<file path="src/rtl/ahb_master_seq_if.sv">
// Command, write-data, read-data and AHB address-phase signals of the request sequencer.
// The master modport is the sequencer's view; slave is the command source / bus side.
interface ahb_master_seq_if #(
  parameter int AW = 32,
  parameter int DW = 32
);
  logic          cmd_valid_i;
  logic          cmd_ready_o;
  logic          cmd_write_i;
  logic [AW-1:0] cmd_addr_i;
  logic [2:0]    cmd_burst_i;
  logic [3:0]    cmd_len_i;
  logic [DW-1:0] wdata_i;
  logic          wdata_valid_i;
  logic          wdata_ready_o;
  logic          grant_i;
  logic          hready_i;
  logic [DW-1:0] rdata_i;
  logic          req_o;
  logic          lock_o;
  logic          write_o;
  logic [AW-1:0] addr_o;
  logic [DW-1:0] wdata_o;
  logic [2:0]    burst_o;
  logic [DW-1:0] rdata_o;
  logic          rvalid_o;
  logic          done_o;

  modport master (
    input  cmd_valid_i, cmd_write_i, cmd_addr_i, cmd_burst_i, cmd_len_i,
           wdata_i, wdata_valid_i, grant_i, hready_i, rdata_i,
    output cmd_ready_o, wdata_ready_o, req_o, lock_o, write_o, addr_o,
           wdata_o, burst_o, rdata_o, rvalid_o, done_o
  );

  modport slave (
    output cmd_valid_i, cmd_write_i, cmd_addr_i, cmd_burst_i, cmd_len_i,
           wdata_i, wdata_valid_i, grant_i, hready_i, rdata_i,
    input  cmd_ready_o, wdata_ready_o, req_o, lock_o, write_o, addr_o,
           wdata_o, burst_o, rdata_o, rvalid_o, done_o
  );
endinterface

</file>
<file path="src/rtl/ahb_master_seq.sv">
// AHB master request sequencer: one command at a time, steps beat addresses for
// SINGLE/INCR/WRAP bursts and inserts a fixed idle gap after every transaction.
module ahb_master_seq #(
  parameter int AW      = 32,
  parameter int DW      = 32,
  parameter int GAP     = 6,
  parameter int LOCK_EN = 1
) (
  input logic              clk,
  input logic              rst_n,
  ahb_master_seq_if.master bus
);

  typedef enum logic [1:0] {IDLE, REQ, XFER, HOLD} state_e;

  localparam int            BW       = $clog2(DW / 8);
  localparam logic [AW-1:0] STEP     = AW'(DW / 8);
  localparam logic [AW-1:0] LOW_MASK = STEP - AW'(1);
  localparam int            GW       = (GAP < 2) ? 1 : $clog2(GAP);
  localparam logic [GW-1:0] GAP_LOAD = (GAP == 0) ? '0 : GW'(GAP - 1);
  localparam logic          LOCK_BIT = (LOCK_EN != 0);

  state_e        state_q, state_d;
  logic          ready_q;
  logic          write_q;
  logic [AW-1:0] addr_q;
  logic [2:0]    burst_q;
  logic [3:0]    left_q;
  logic          wrap_q;
  logic [AW-1:0] wrap_mask_q;
  logic [GW-1:0] gap_q;
  logic [DW-1:0] wdata_q;
  logic [DW-1:0] rdata_q;
  logic          wready_q;
  logic          rvalid_q;
  logic          done_q;

  logic          accept;
  logic          beat;
  logic          last;
  logic [3:0]    cmd_left;
  logic [AW-1:0] cmd_mask;
  logic          cmd_wrap;
  logic [AW-1:0] addr_inc;
  logic [AW-1:0] addr_nxt;

  assign accept = bus.cmd_valid_i && ready_q;
  assign beat   = (state_q == XFER) && bus.hready_i && (!write_q || bus.wdata_valid_i);
  assign last   = (left_q == 4'd0);

  // Beats-1 per burst type; the wrap mask is (beats * step) - 1.
  always_comb begin
    // NOTE: every always_comb output gets a default first so no path can infer a latch.
    cmd_left = 4'd0;
    unique case (bus.cmd_burst_i)
      3'd0:       cmd_left = 4'd0;
      3'd1:       cmd_left = bus.cmd_len_i;
      3'd2, 3'd3: cmd_left = 4'd3;
      3'd4, 3'd5: cmd_left = 4'd7;
      default:    cmd_left = 4'd15;
    endcase
  end

  assign cmd_mask = (AW'(cmd_left) << BW) | LOW_MASK;
  assign cmd_wrap = (bus.cmd_burst_i != 3'd0) && !bus.cmd_burst_i[0];

  // WRAP bursts keep the bits above the boundary and roll the bits below it.
  assign addr_inc = addr_q + STEP;
  assign addr_nxt = wrap_q ? ((addr_q & ~wrap_mask_q) | (addr_inc & wrap_mask_q)) : addr_inc;

  always_ff @(posedge clk) begin
    // NOTE: sequential state uses non-blocking assignments so every register sees pre-edge values.
    if (!rst_n) state_q <= IDLE;
    else        state_q <= state_d;
  end

  always_comb begin
    state_d = state_q;
    unique case (state_q)
      IDLE: if (accept)        state_d = REQ;
      REQ:  if (bus.grant_i)   state_d = XFER;
      XFER: if (beat && last)  state_d = HOLD;
      HOLD: if (gap_q == '0)   state_d = IDLE;
      default:                 state_d = IDLE;
    endcase
  end

  always_ff @(posedge clk) begin
    if (!rst_n) begin
      ready_q     <= 1'b0;
      write_q     <= 1'b0;
      addr_q      <= '0;
      burst_q     <= 3'd0;
      left_q      <= 4'd0;
      wrap_q      <= 1'b0;
      wrap_mask_q <= '0;
      gap_q       <= '0;
      wdata_q     <= '0;
      rdata_q     <= '0;
      wready_q    <= 1'b0;
      rvalid_q    <= 1'b0;
      done_q      <= 1'b0;
    end else begin
      // Ready is registered so it stays low for one cycle after reset release.
      ready_q  <= (state_d == IDLE);
      wready_q <= beat && write_q;
      rvalid_q <= beat && !write_q;
      done_q   <= beat && last;

      if (accept) begin
        write_q     <= bus.cmd_write_i;
        addr_q      <= bus.cmd_addr_i & ~LOW_MASK;
        burst_q     <= bus.cmd_burst_i;
        left_q      <= cmd_left;
        wrap_q      <= cmd_wrap;
        wrap_mask_q <= cmd_mask;
      end

      if (beat) begin
        if (write_q) wdata_q <= bus.wdata_i;
        else         rdata_q <= bus.rdata_i;
        if (!last) begin
          left_q <= left_q - 4'd1;
          addr_q <= addr_nxt;
        end
      end

      if (beat && last)                       gap_q <= GAP_LOAD;
      else if (state_q == HOLD && gap_q != '0) gap_q <= gap_q - GW'(1);
    end
  end

  always_comb begin
    bus.cmd_ready_o   = ready_q;
    bus.req_o         = (state_q == REQ) || (state_q == XFER);
    bus.lock_o        = bus.req_o && LOCK_BIT;
    bus.write_o       = bus.req_o && write_q;
    bus.addr_o        = (state_q != IDLE) ? addr_q  : '0;
    bus.burst_o       = (state_q != IDLE) ? burst_q : 3'd0;
    bus.wdata_o       = (state_q != IDLE) ? wdata_q : '0;
    bus.rdata_o       = (state_q != IDLE) ? rdata_q : '0;
    bus.wdata_ready_o = wready_q;
    bus.rvalid_o      = rvalid_q;
    bus.done_o        = done_q;
  end

endmodule

</file>
<file path="src/flat_wrapper.sv">
// flat-port wrapper written by rule: the top's interface ports become plain ports
module ahb_master_seq_flat 
#(
  parameter int AW      = 32,
  parameter int DW      = 32,
  parameter int GAP     = 6,
  parameter int LOCK_EN = 1
)
  (clk, rst_n, bus_cmd_valid_i, bus_cmd_write_i, bus_cmd_addr_i, bus_cmd_burst_i, bus_cmd_len_i, bus_wdata_i, bus_wdata_valid_i, bus_grant_i, bus_hready_i, bus_rdata_i, bus_cmd_ready_o, bus_wdata_ready_o, bus_req_o, bus_lock_o, bus_write_o, bus_addr_o, bus_wdata_o, bus_burst_o, bus_rdata_o, bus_rvalid_o, bus_done_o);
  ahb_master_seq_if #(.AW(AW), .DW(DW)) bus_i ();
  input logic clk;
  input logic rst_n;
  input wire logic [$bits(bus_i.cmd_valid_i)-1:0] bus_cmd_valid_i;
  input wire logic [$bits(bus_i.cmd_write_i)-1:0] bus_cmd_write_i;
  input wire logic [$bits(bus_i.cmd_addr_i)-1:0] bus_cmd_addr_i;
  input wire logic [$bits(bus_i.cmd_burst_i)-1:0] bus_cmd_burst_i;
  input wire logic [$bits(bus_i.cmd_len_i)-1:0] bus_cmd_len_i;
  input wire logic [$bits(bus_i.wdata_i)-1:0] bus_wdata_i;
  input wire logic [$bits(bus_i.wdata_valid_i)-1:0] bus_wdata_valid_i;
  input wire logic [$bits(bus_i.grant_i)-1:0] bus_grant_i;
  input wire logic [$bits(bus_i.hready_i)-1:0] bus_hready_i;
  input wire logic [$bits(bus_i.rdata_i)-1:0] bus_rdata_i;
  output wire logic [$bits(bus_i.cmd_ready_o)-1:0] bus_cmd_ready_o;
  output wire logic [$bits(bus_i.wdata_ready_o)-1:0] bus_wdata_ready_o;
  output wire logic [$bits(bus_i.req_o)-1:0] bus_req_o;
  output wire logic [$bits(bus_i.lock_o)-1:0] bus_lock_o;
  output wire logic [$bits(bus_i.write_o)-1:0] bus_write_o;
  output wire logic [$bits(bus_i.addr_o)-1:0] bus_addr_o;
  output wire logic [$bits(bus_i.wdata_o)-1:0] bus_wdata_o;
  output wire logic [$bits(bus_i.burst_o)-1:0] bus_burst_o;
  output wire logic [$bits(bus_i.rdata_o)-1:0] bus_rdata_o;
  output wire logic [$bits(bus_i.rvalid_o)-1:0] bus_rvalid_o;
  output wire logic [$bits(bus_i.done_o)-1:0] bus_done_o;
  assign bus_i.cmd_valid_i = bus_cmd_valid_i;
  assign bus_i.cmd_write_i = bus_cmd_write_i;
  assign bus_i.cmd_addr_i = bus_cmd_addr_i;
  assign bus_i.cmd_burst_i = bus_cmd_burst_i;
  assign bus_i.cmd_len_i = bus_cmd_len_i;
  assign bus_i.wdata_i = bus_wdata_i;
  assign bus_i.wdata_valid_i = bus_wdata_valid_i;
  assign bus_i.grant_i = bus_grant_i;
  assign bus_i.hready_i = bus_hready_i;
  assign bus_i.rdata_i = bus_rdata_i;
  assign bus_cmd_ready_o = bus_i.cmd_ready_o;
  assign bus_wdata_ready_o = bus_i.wdata_ready_o;
  assign bus_req_o = bus_i.req_o;
  assign bus_lock_o = bus_i.lock_o;
  assign bus_write_o = bus_i.write_o;
  assign bus_addr_o = bus_i.addr_o;
  assign bus_wdata_o = bus_i.wdata_o;
  assign bus_burst_o = bus_i.burst_o;
  assign bus_rdata_o = bus_i.rdata_o;
  assign bus_rvalid_o = bus_i.rvalid_o;
  assign bus_done_o = bus_i.done_o;
  ahb_master_seq #(.AW(AW), .DW(DW), .GAP(GAP), .LOCK_EN(LOCK_EN)) u_core (.clk(clk), .rst_n(rst_n), .bus(bus_i));
endmodule
</file>
<file path="config.mk">
export PLATFORM = sky130hd
export DESIGN_NAME = ahb_master_seq_flat
export DESIGN_NICKNAME = d
export VERILOG_FILES = /design/src/rtl/ahb_master_seq_if.sv /design/src/rtl/ahb_master_seq.sv /design/src/flat_wrapper.sv
export SDC_FILE = /design/constraint.sdc
export NUM_CORES = 1
export LEC_CHECK = 0
export BUFFER_PORTS_ARGS = -buffer_cell sky130_fd_sc_hd__clkbuf_2
export CELL_PAD_IN_SITES_DETAIL_PLACEMENT = 1
export CELL_PAD_IN_SITES_GLOBAL_PLACEMENT = 2
export CORE_ASPECT_RATIO = 0.7
export CORE_MARGIN = 4
export CORE_UTILIZATION = 30
export CTS_BUF_LIST = sky130_fd_sc_hd__clkbuf_4
export CTS_CLUSTER_SIZE = 16
export DETAILED_ROUTE_END_ITERATION = 10
export PLACE_DENSITY = 0.95
export SLEW_MARGIN = 10
export SYNTH_ARGS = -nofsm -noshare
export SYNTH_HDL_FRONTEND = slang
export SYNTH_SLANG_ARGS = --single-unit
</file>
<file path="constraint.sdc">
create_clock -name clk -period 3.1 [get_ports clk]
set_input_delay 0 -clock clk [delete_from_list [all_inputs] [get_ports clk]]
set_output_delay 0 -clock clk [all_outputs]
set_load 0.03 [all_outputs]
</file>
==> flow_summary.json, run 1 <==
{
  "wl_met2_um": 10900,
  "overflow": 0,
  "synth.avg_cell_area_um2": 7.57,
  "r2r-end": "u_core.addr_q[23]",
  "routedWlPerCell_um": 17.1,
  "seq_power_share_pct": 47.5,
  "final.setup_skew_ns": 0.0194,
  "cts_root_buf": "clkbuf_4",
  "power_mw": 3.38,
  "place.gp.congestion": 0.773,
  "track_usage_pct": 20.4,
  "viasPerCell": 4.96,
  "clkSinkCount": 118,
  "routed-wl-met3_um": 1020,
  "comb_power_share_pct": 14.6,
  "power.switching_mw": 0.945,
  "grt_first_pass_wirelength_um": 35800,
  "drc": 0,
  "htreeDepth": 4,
  "vdd.ir_drop.worst_mv": 0.168,
  "num_vias": 6631,
  "setup_viol": 0,
  "topRoutingLayerUsed": "met4",
  "p_leak_nw": 3.43,
  "final_cells": 1337,
  "synth_top_cell_area_share_pct": 40.8,
  "areaGrowthSynthToFinish_pct": 48.8,
  "worstHoldEndpoint": "u_core.bus.wdata_ready_o",
  "grt_max_degree": 60,
  "rsz0062_at_grt": "no",
  "dr.pass1.iters": 4,
  "maxSlewViolCount": 0,
  "cp-end-kind": "flip-flop",
  "synth_area_leader_cell": "dfxtp_1",
  "portBuffers": 213,
  "final_common_cell": "clkbuf_2",
  "fmax_ghz": 0.351,
  "powerDensity_nw_per_um2": 393,
  "fin_crit_ns": 2.85,
  "antenna_found_initial": 1,
  "cts_buffer_depth": 2,
  "synth_cell_type_count": 57,
  "fp.dieW_um": 174,
  "drt_iter0_markers": 399,
  "drt_wl_total_um": 22800,
  "r2r_cells": 8,
  "drv_cap": 0,
  "clock_latency_ns": 0.51,
  "hold_depth": 4,
  "arrival_ns": 3.31,
  "synth_seq_cells": 118,
  "synthArstFlopShare_pct": 0,
  "num-nets-final": 1198,
  "hold_start": "bus_wdata_valid_i",
  "slew_headroom_pct": 53.4,
  "ioPinCount": 216,
  "start_util_pct": 30.6,
  "fp.dieH_um": 124,
  "switching_share_pct": 28.0,
  "tightest_slew_ns": 0.700,
  "cts_inserted_buffers": 17,
  "ant_nets": 0,
  "status": "finished clean",
  "drive_above_1_share_pct": 25.5,
  "rows": 42,
  "period_share_pct": 91.9,
  "yosysSeqAreaShare_pct": 40.8,
  "crit_fanout": 12,
  "required_ns": 3.56,
  "core-area_um2": 18900,
  "layout_common_cells": "213 x clkbuf_2, 175 x nand2_1, 118 x dfxtp_1",
  "tritoncts": "done",
  "clock_power_share_pct": 37.9,
  "clk_pin_slew_ns": 0.12,
  "dp.cells": 1184,
  "syn_area_um2": 5780,
  "synth_edf_count": 0,
  "met1Wirelength_um": 10400,
  "synthCells": 764,
  "setup-tns-final_ns": 0,
  "die-area_um2": 21600,
  "yosys_warnings": 0,
  "synth.net_count": 883,
  "critPathLaunchType": "flip-flop",
  "hold_class": "in2reg",
  "ys.flop_type": "dfxtp_1",
  "synthTopCellsByArea": "dfxtp_1 41%, nand2_1 11%, nor2b_1 10%",
  "rrSetupSlack_ns": 0.25,
  "grt_pass1_vias": 6907,
  "hold_violations": 0,
  "crit_type": "reg2reg",
  "dp_hpwl_um": 14200,
  "p_int_mw": 2.43,
  "timing.rr.start": "u_core.state_q[0]"
}
==> synth_stat cells (3+ instances only) <==
cell type    n
nand2b_1     7
nor2_1      25
nand4_1     14
nor3_1      10
o31ai_1      3
a2bb2oi_1    3
dfxtp_1    118
and2_1       8
nor2b_1     97
ha_1         9
nand3_1     23
nand4b_1     3
and3_1      11
a31oi_1     21
a211oi_1     3
clkbuf_1    41
o311ai_0     4
inv_1       13
buf_1        3
nand2_1    175
or3_1       11
buf_2        6
a21oi_1     90
or4_1        6
o211ai_1     5
o21ai_0     16
==> routing by layer <==
layer	vias up	global-route usage [%]
met5	-	0
met4	0	6.72
met3	30	4.61
met2	197	34.1
met1	3156	26.5
li1	3248	-
==> cell families (layout without fill, tap and decap cells) <==
group / after synthesis / in the layout / share of synthesized area (%)
compound gates: 162 / 162 / 16.5
xor+xnor: 2 / 2 / 0.303
fa+ha+maj: 9 / 9 / 1.95
buf+inv: 65 / 393 / 4.41
flops: 118 / 118 / 40.8
mux: 3 / 3 / 0.562
other cells: 0 / 3 / 0
simple gates: 405 / 405 / 35.4
==> critical path, cell delays in order (launching register included) <==
cell	delay, ns
dfxtp_1	0.36
inv_1	0.13
ha_1	0.24
and2_1	0.27
nand4_1	0.50
buf_4	0.37
o31ai_1	0.23
o2bb2ai_1	0.14
dlygate4sd3_1	0.57
==> registers in the layout (all words and copies together), names as in the netlist, named ones only <==
register                  flops
u_core.bus.wdata_ready_o      1
u_core.bus.done_o             1
u_core.rdata_q               32
u_core.wrap_q                 1
u_core.wrap_mask_q            4
u_core.state_q                2
u_core.wdata_q               32
u_core.bus.cmd_ready_o        1
u_core.bus.rvalid_o           1
u_core.addr_q                29
u_core.burst_q                3
u_core.write_q                1
u_core.gap_q                  3
u_core.left_q                 4
==> worst max path at each step <==
stage	startpoint	end	depth (start not counted)	slack [ns]
after floorplan	u_core.state_q[0]	u_core.addr_q[28]	7	1.17
final	u_core.state_q[0]	u_core.addr_q[23]	8	0.25
after global placement	u_core.left_q[0]	u_core.addr_q[17]	9	0.74
after detailed placement	u_core.left_q[0]	u_core.addr_q[17]	9	0.62
after global routing	u_core.state_q[0]	u_core.addr_q[23]	8	0.02
after CTS	u_core.left_q[0]	u_core.addr_q[23]	10	0.14
==> metrics by stage <==
| stage | cell area [um^2] | utilization, % | hold slack, ns | setup slack (ns) |
|---|---|---|---|---|
| after global routing | 8600 | 45.5 | 0.119 | 0.0166 |
| after CTS | 8580 | 45.3 | 0.0588 | 0.141 |
| after global placement | 7100 | 37.5 | 0.223 | 0.741 |
| after detailed placement | 7100 | 37.5 | 0.231 | 0.621 |
| final | 8610 | 45.5 | 0.151 | 0.250 |
| after floorplan | 5780 | - | 0.136 | 1.17 |
==> cell type report <==
| class | count | area (um^2) |
|---|---|---|
| Fill cell | 2379 | 10300 |
| Multi-Input combinational cell | 581 | 3200 |
| Sequential cell | 118 | 2360 |
| Timing Repair Buffer | 347 | 2360 |
| Tap cell | 242 | 303 |
| Clock inverter | 14 | 184 |
| Clock buffer | 18 | 135 |
| Inverter | 14 | 53.8 |
| Antenna cell | 3 | 7.51 |
==> power by group through the flow <==
stage          clock network (mW)  logic [mW]  registers (mW)
2_1_floorplan                   0       0.212            1.62
3_3_place_gp                    0       0.362            1.63
3_5_place_dp                    0       0.365            1.64
4_1_cts                      1.32       0.486            1.60
5_1_grt                      1.40       0.539            1.61
6_report                     1.28       0.494            1.60
==> timing repair <==
action	CTS	global route
setup buffers	0	2
resized for setup	0	1
endpoints found under the setup margin	0	2
endpoints found under the hold margin	110	0
hold buffers	116	0
(Power assumes the default switching activity.)
==> run 2, diff against run 1 <==
==> constraint.sdc (replaced) <==
create_clock -name clk -period 3.5 [get_ports clk]
set_input_delay 0 -clock clk [delete_from_list [all_inputs] [get_ports clk]]
set_output_delay 0 -clock clk [all_outputs]
set_load 0.03 [all_outputs]
==> flow_summary.json, run 2 (synthesis gave the netlist of run 1 again) <==
{
  "final.setup_skew_ns": 0.0312,
  "drive_above_1_share_pct": 25.1,
  "place.gp.congestion": 0.783,
  "power.switching_mw": 0.865,
  "dr.pass1.iters": 4,
  "areaGrowthSynthToFinish_pct": 46.8,
  "drt_iter0_markers": 352,
  "rsz0062_at_grt": "no",
  "tightest_slew_ns": 0.961,
  "fin_crit_ns": 3.10,
  "post_cts_buffers": 0,
  "grt_max_degree": 60,
  "dp_hpwl_um": 14200,
  "cp-end-kind": "flip-flop",
  "drc": 0,
  "setup_viol": 0,
  "hold_start": "bus_wdata_valid_i",
  "status": "finished clean",
  "num-nets-final": 1192,
  "seq_power_share_pct": 50.7,
  "p_int_mw": 1.94,
  "num_vias": 6576,
  "final_util_pct": 44.9,
  "portBuffers": 213,
  "grt_first_pass_wirelength_um": 35100,
  "start_util_pct": 30.6,
  "timing.rr.start": "u_core.left_q[0]",
  "hold_violations": 0,
  "clock_power_share_pct": 34.0,
  "cts_buffer_depth": 2,
  "ant_nets": 0,
  "routedWlPerCell_um": 16.8,
  "arrival_ns": 3.58,
  "maxSlewViolCount": 0,
  "clock_latency_ns": 0.54,
  "grt_pass1_vias": 6876,
  "powerDensity_nw_per_um2": 330,
  "comb_power_share_pct": 15.4,
  "hold_class": "in2reg",
  "drv_cap": 0,
  "switching_share_pct": 30.9,
  "overflow": 0,
  "cts_root_buf": "clkbuf_4",
  "top_regs": "u_core.rdata_q x32, u_core.wdata_q x32, u_core.addr_q x29",
  "required_ns": 3.97,
  "core-area_um2": 18900,
  "period_share_pct": 88.6,
  "fp.dieW_um": 174,
  "fp.dieH_um": 124,
  "viasPerCell": 4.94,
  "rows": 42,
  "layout_common_cells": "213 x clkbuf_2, 175 x nand2_1, 118 x dfxtp_1",
  "ioPinCount": 216,
  "vdd.ir_drop.worst_mv": 0.189,
  "setup-tns-final_ns": 0,
  "hold_buffers": 115,
  "crit_type": "reg2reg",
  "fmax_ghz": 0.323,
  "track_usage_pct": 20.1,
  "tritoncts": "done",
  "clk_pin_slew_ns": 0.12,
  "drt_wl_total_um": 22300,
  "die-area_um2": 21600,
  "slew_headroom_pct": 35.7,
  "cp-startpoint": "u_core.left_q[0]",
  "clkSinkCount": 118,
  "crit_fanout": 14,
  "cts_inserted_buffers": 17,
  "p_leak_nw": 3.36,
  "postCtsResizedCells": 0,
  "htreeDepth": 4,
  "critPathLaunchType": "flip-flop",
  "final_common_cell": "clkbuf_2",
  "antenna_found_initial": 2
}
[run 2: layer usage]
layer  share of wire (%)  track usage [%]
met5                   0                0
met4                 2.0             6.62
met3                 5.5             5.13
met2                  48             35.0
met1                  45             24.7
[run 2: final cells by class]
class | count | area (um^2)
clock buffers | 17 | 128
repair buffers | 341 | 2310
flip-flops and latches | 118 | 2360
multi-input cells | 581 | 3190
fillers | 2367 | 10400
well taps | 242 | 303
clock inverters | 15 | 131
diodes | 2 | 5.00
inverters | 14 | 53.8
[run 2: metrics by stage]
stage          hold WS (ns)  cells  power (mW)  instance area [um^2]  setup WS (ns)
2_1_floorplan         0.136    764        1.63                  5780           1.57
3_3_place_gp          0.224   1181        1.76                  7080           1.03
3_5_place_dp          0.231   1181        1.77                  7080           1.01
4_1_cts              0.0395   1328        2.83                  8490          0.445
5_1_grt              0.0761   1330        2.95                  8490          0.101
6_report             0.0951   1330        2.80                  8490          0.399
[run 2: power by group through the flow]
stage / combinational, mW / sequential, mW / clock (mW)
finish: 0.430 / 1.42 / 0.952
detailed placement: 0.322 / 1.45 / 0
CTS: 0.426 / 1.42 / 0.983
floorplan: 0.188 / 1.44 / 0
global placement: 0.317 / 1.45 / 0
global route: 0.470 / 1.43 / 1.06
[run 2: path summary, 6_finish.rpt]
kind,depth (start not counted),slack (ns),endpoint
setup reg to reg,8,0.40,u_core.addr_q[11]
setup / recovery,8,0.40,u_core.addr_q[11]
hold reg to reg,2,0.46,u_core.rdata_q[27]
hold / removal,4,0.1,u_core.bus.wdata_ready_o
[run 2: worst max-delay path, cell delays in order, from the launching register on]
cell and delay, ns:
dfxtp_1 0.35, inv_1 0.11, ha_1 0.17, nor3b_1 0.54, nor4_4 0.13, nor2_1 0.76
o21ai_0 0.22, a31oi_1 0.20, dlygate4sd3_1 0.56
==> run 3, diff against run 2 <==
--- a/config.mk
+++ b/config.mk
@@ -15,6 +15,7 @@
 export CTS_CLUSTER_SIZE = 16
 export DETAILED_ROUTE_END_ITERATION = 10
 export PLACE_DENSITY = 0.95
+export RECOVER_POWER = 100
 export SLEW_MARGIN = 10
 export SYNTH_ARGS = -nofsm -noshare
 export SYNTH_HDL_FRONTEND = slang
==> flow_summary.json, run 3 (synthesis gave the netlist of run 1 again) <==
{
  "status": "complete, but fails checks",
  "failed_checks": "capacitance limit, slew limit",
  "final_cells": 1330,
  "start_util_pct": 30.6,
  "cp-end-kind": "flip-flop",
  "fp.dieH_um": 124,
  "dp.cells": 1181,
  "setup_viol": 0,
  "final_common_cell": "nand2_1",
  "r2r-end": "u_core.addr_q[11]",
  "drc": 0,
  "fin_crit_ns": 3.18,
  "clkSinkCount": 118,
  "fp.dieW_um": 174,
  "clock_latency_ns": 0.54,
  "crit_type": "in2reg",
  "period_share_pct": 90.8,
  "p_leak_nw": 2.97,
  "drive_above_1_share_pct": 14.8,
  "required_ns": 3.97,
  "clk_pin_slew_ns": 0.12,
  "drt_wl_total_um": 22400,
  "drt_iter0_markers": 331,
  "hold_buffers": 115,
  "timing.rr.start": "u_core.left_q[0]",
  "worstHoldEndpoint": "u_core.bus.wdata_ready_o",
  "cts_buffer_depth": 2,
  "use_met1_pct": 24.7,
  "ioPinCount": 216,
  "num_vias": 6569,
  "antenna_found_initial": 2,
  "ant_nets": 0,
  "top_regs": "u_core.rdata_q x32, u_core.wdata_q x32, u_core.addr_q x29",
  "setup-tns-final_ns": 0,
  "drv_cap": 2,
  "hold_violations": 0,
  "cts_inserted_buffers": 17,
  "hold_start": "bus_wdata_valid_i",
  "busiest_layer": "met2",
  "rrSetupSlack_ns": 0.45,
  "hold_class": "in2reg",
  "portBuffers": 213,
  "dp_hpwl_um": 14200,
  "routedWlPerCell_um": 16.9,
  "maxSlewViolCount": 67,
  "cts_root_buf": "clkbuf_4",
  "place.gp.congestion": 0.783,
  "use_met3_pct": 5.13,
  "final.setup_skew_ns": 0.0319,
  "areaGrowthSynthToFinish_pct": 43.9,
  "powerDensity_nw_per_um2": 336,
  "num-nets-final": 1192,
  "htreeDepth": 4,
  "hold_depth": 4,
  "grt_max_degree": 60,
  "grt_first_pass_wirelength_um": 35100,
  "overflow": 0,
  "rsz0062_at_grt": "no",
  "fmax_ghz": 0.315,
  "rows": 42,
  "dr.pass1.iters": 4,
  "tightest_slew_ns": 1.56,
  "slew_headroom_pct": -3.86,
  "die-area_um2": 21600,
  "gr-usage-met2_pct": 35.0,
  "postCtsResizedCells": 0,
  "r2r_cells": 8,
  "track_usage_pct": 20.1,
  "vdd.ir_drop.worst_mv": 0.188,
  "tritoncts": "done",
  "layout_common_cells": "176 x nand2_1, 118 x dfxtp_1, 115 x dlygate4sd3_1",
  "critPathLaunchType": "input port",
  "crit_fanout": 44,
  "grt_pass1_vias": 6876,
  "arrival_ns": 3.65,
  "core-area_um2": 18900,
  "viasPerCell": 4.94,
  "post_cts_buffers": 0
}
[run 3: cell types whose count changed in the layout (fill, tap and decap cells not counted), sizes merged]
cell and change:
buf -8, clkbuf +8, clkinv -1, clkinvlp +1
[run 3: worst max path at each step]
stage | start | end | slack, ns
finish | rst_n | u_core.bus.done_o | 0.32
detailed placement | u_core.left_q[0] | u_core.addr_q[24] | 1.01
global placement | u_core.left_q[0] | u_core.addr_q[24] | 1.03
global route | rst_n | u_core.bus.done_o | 0.12
floorplan | u_core.state_q[0] | u_core.addr_q[28] | 1.57
CTS | u_core.left_q[0] | u_core.addr_q[11] | 0.44
[run 3: metrics by stage]
stage / area [um^2] / setup WS [ns] / hold WS, ns / utilization [%] / power, mW
2_1_floorplan: 5780 / 1.57 / 0.136 / - / 1.63
3_3_place_gp: 7080 / 1.03 / 0.224 / 37.4 / 1.76
3_5_place_dp: 7080 / 1.01 / 0.231 / 37.4 / 1.77
4_1_cts: 8490 / 0.445 / 0.0395 / 44.9 / 2.83
5_1_grt: 8330 / 0.125 / 0.0766 / 44.0 / 2.95
6_report: 8330 / 0.323 / 0.0907 / 44.0 / 2.80
[run 3: routing by layer]
layer  vias to the layer above  wire [um]
li1                       3241          -
met5                         -          0
met2                       187      10700
met4                         0        447
met1                      3108      10100
met3                        33       1190
[run 3: layout make-up]
type	count	area [um^2]
flip-flops and latches	118	2360
clock inverters	15	131
multi-input cells	581	3190
inverters	14	53.8
clock buffers	17	128
diodes	2	5.00
well taps	242	303
fillers	2397	10600
repair buffers	341	2160
[run 3: worst max-delay path, stage by stage]
cell and delay [ns]:
dlygate4sd3_1 0.52, clkbuf_2 0.42, clkinvlp_2 0.84, clkbuf_2 0.80
nor4_1 0.46, dlygate4sd3_1 0.59
[run 3: where the power goes]
group	internal, mW	switching (mW)
Clock	0.354	0.598
Combinational	0.198	0.225
Sequential	1.38	0.0414
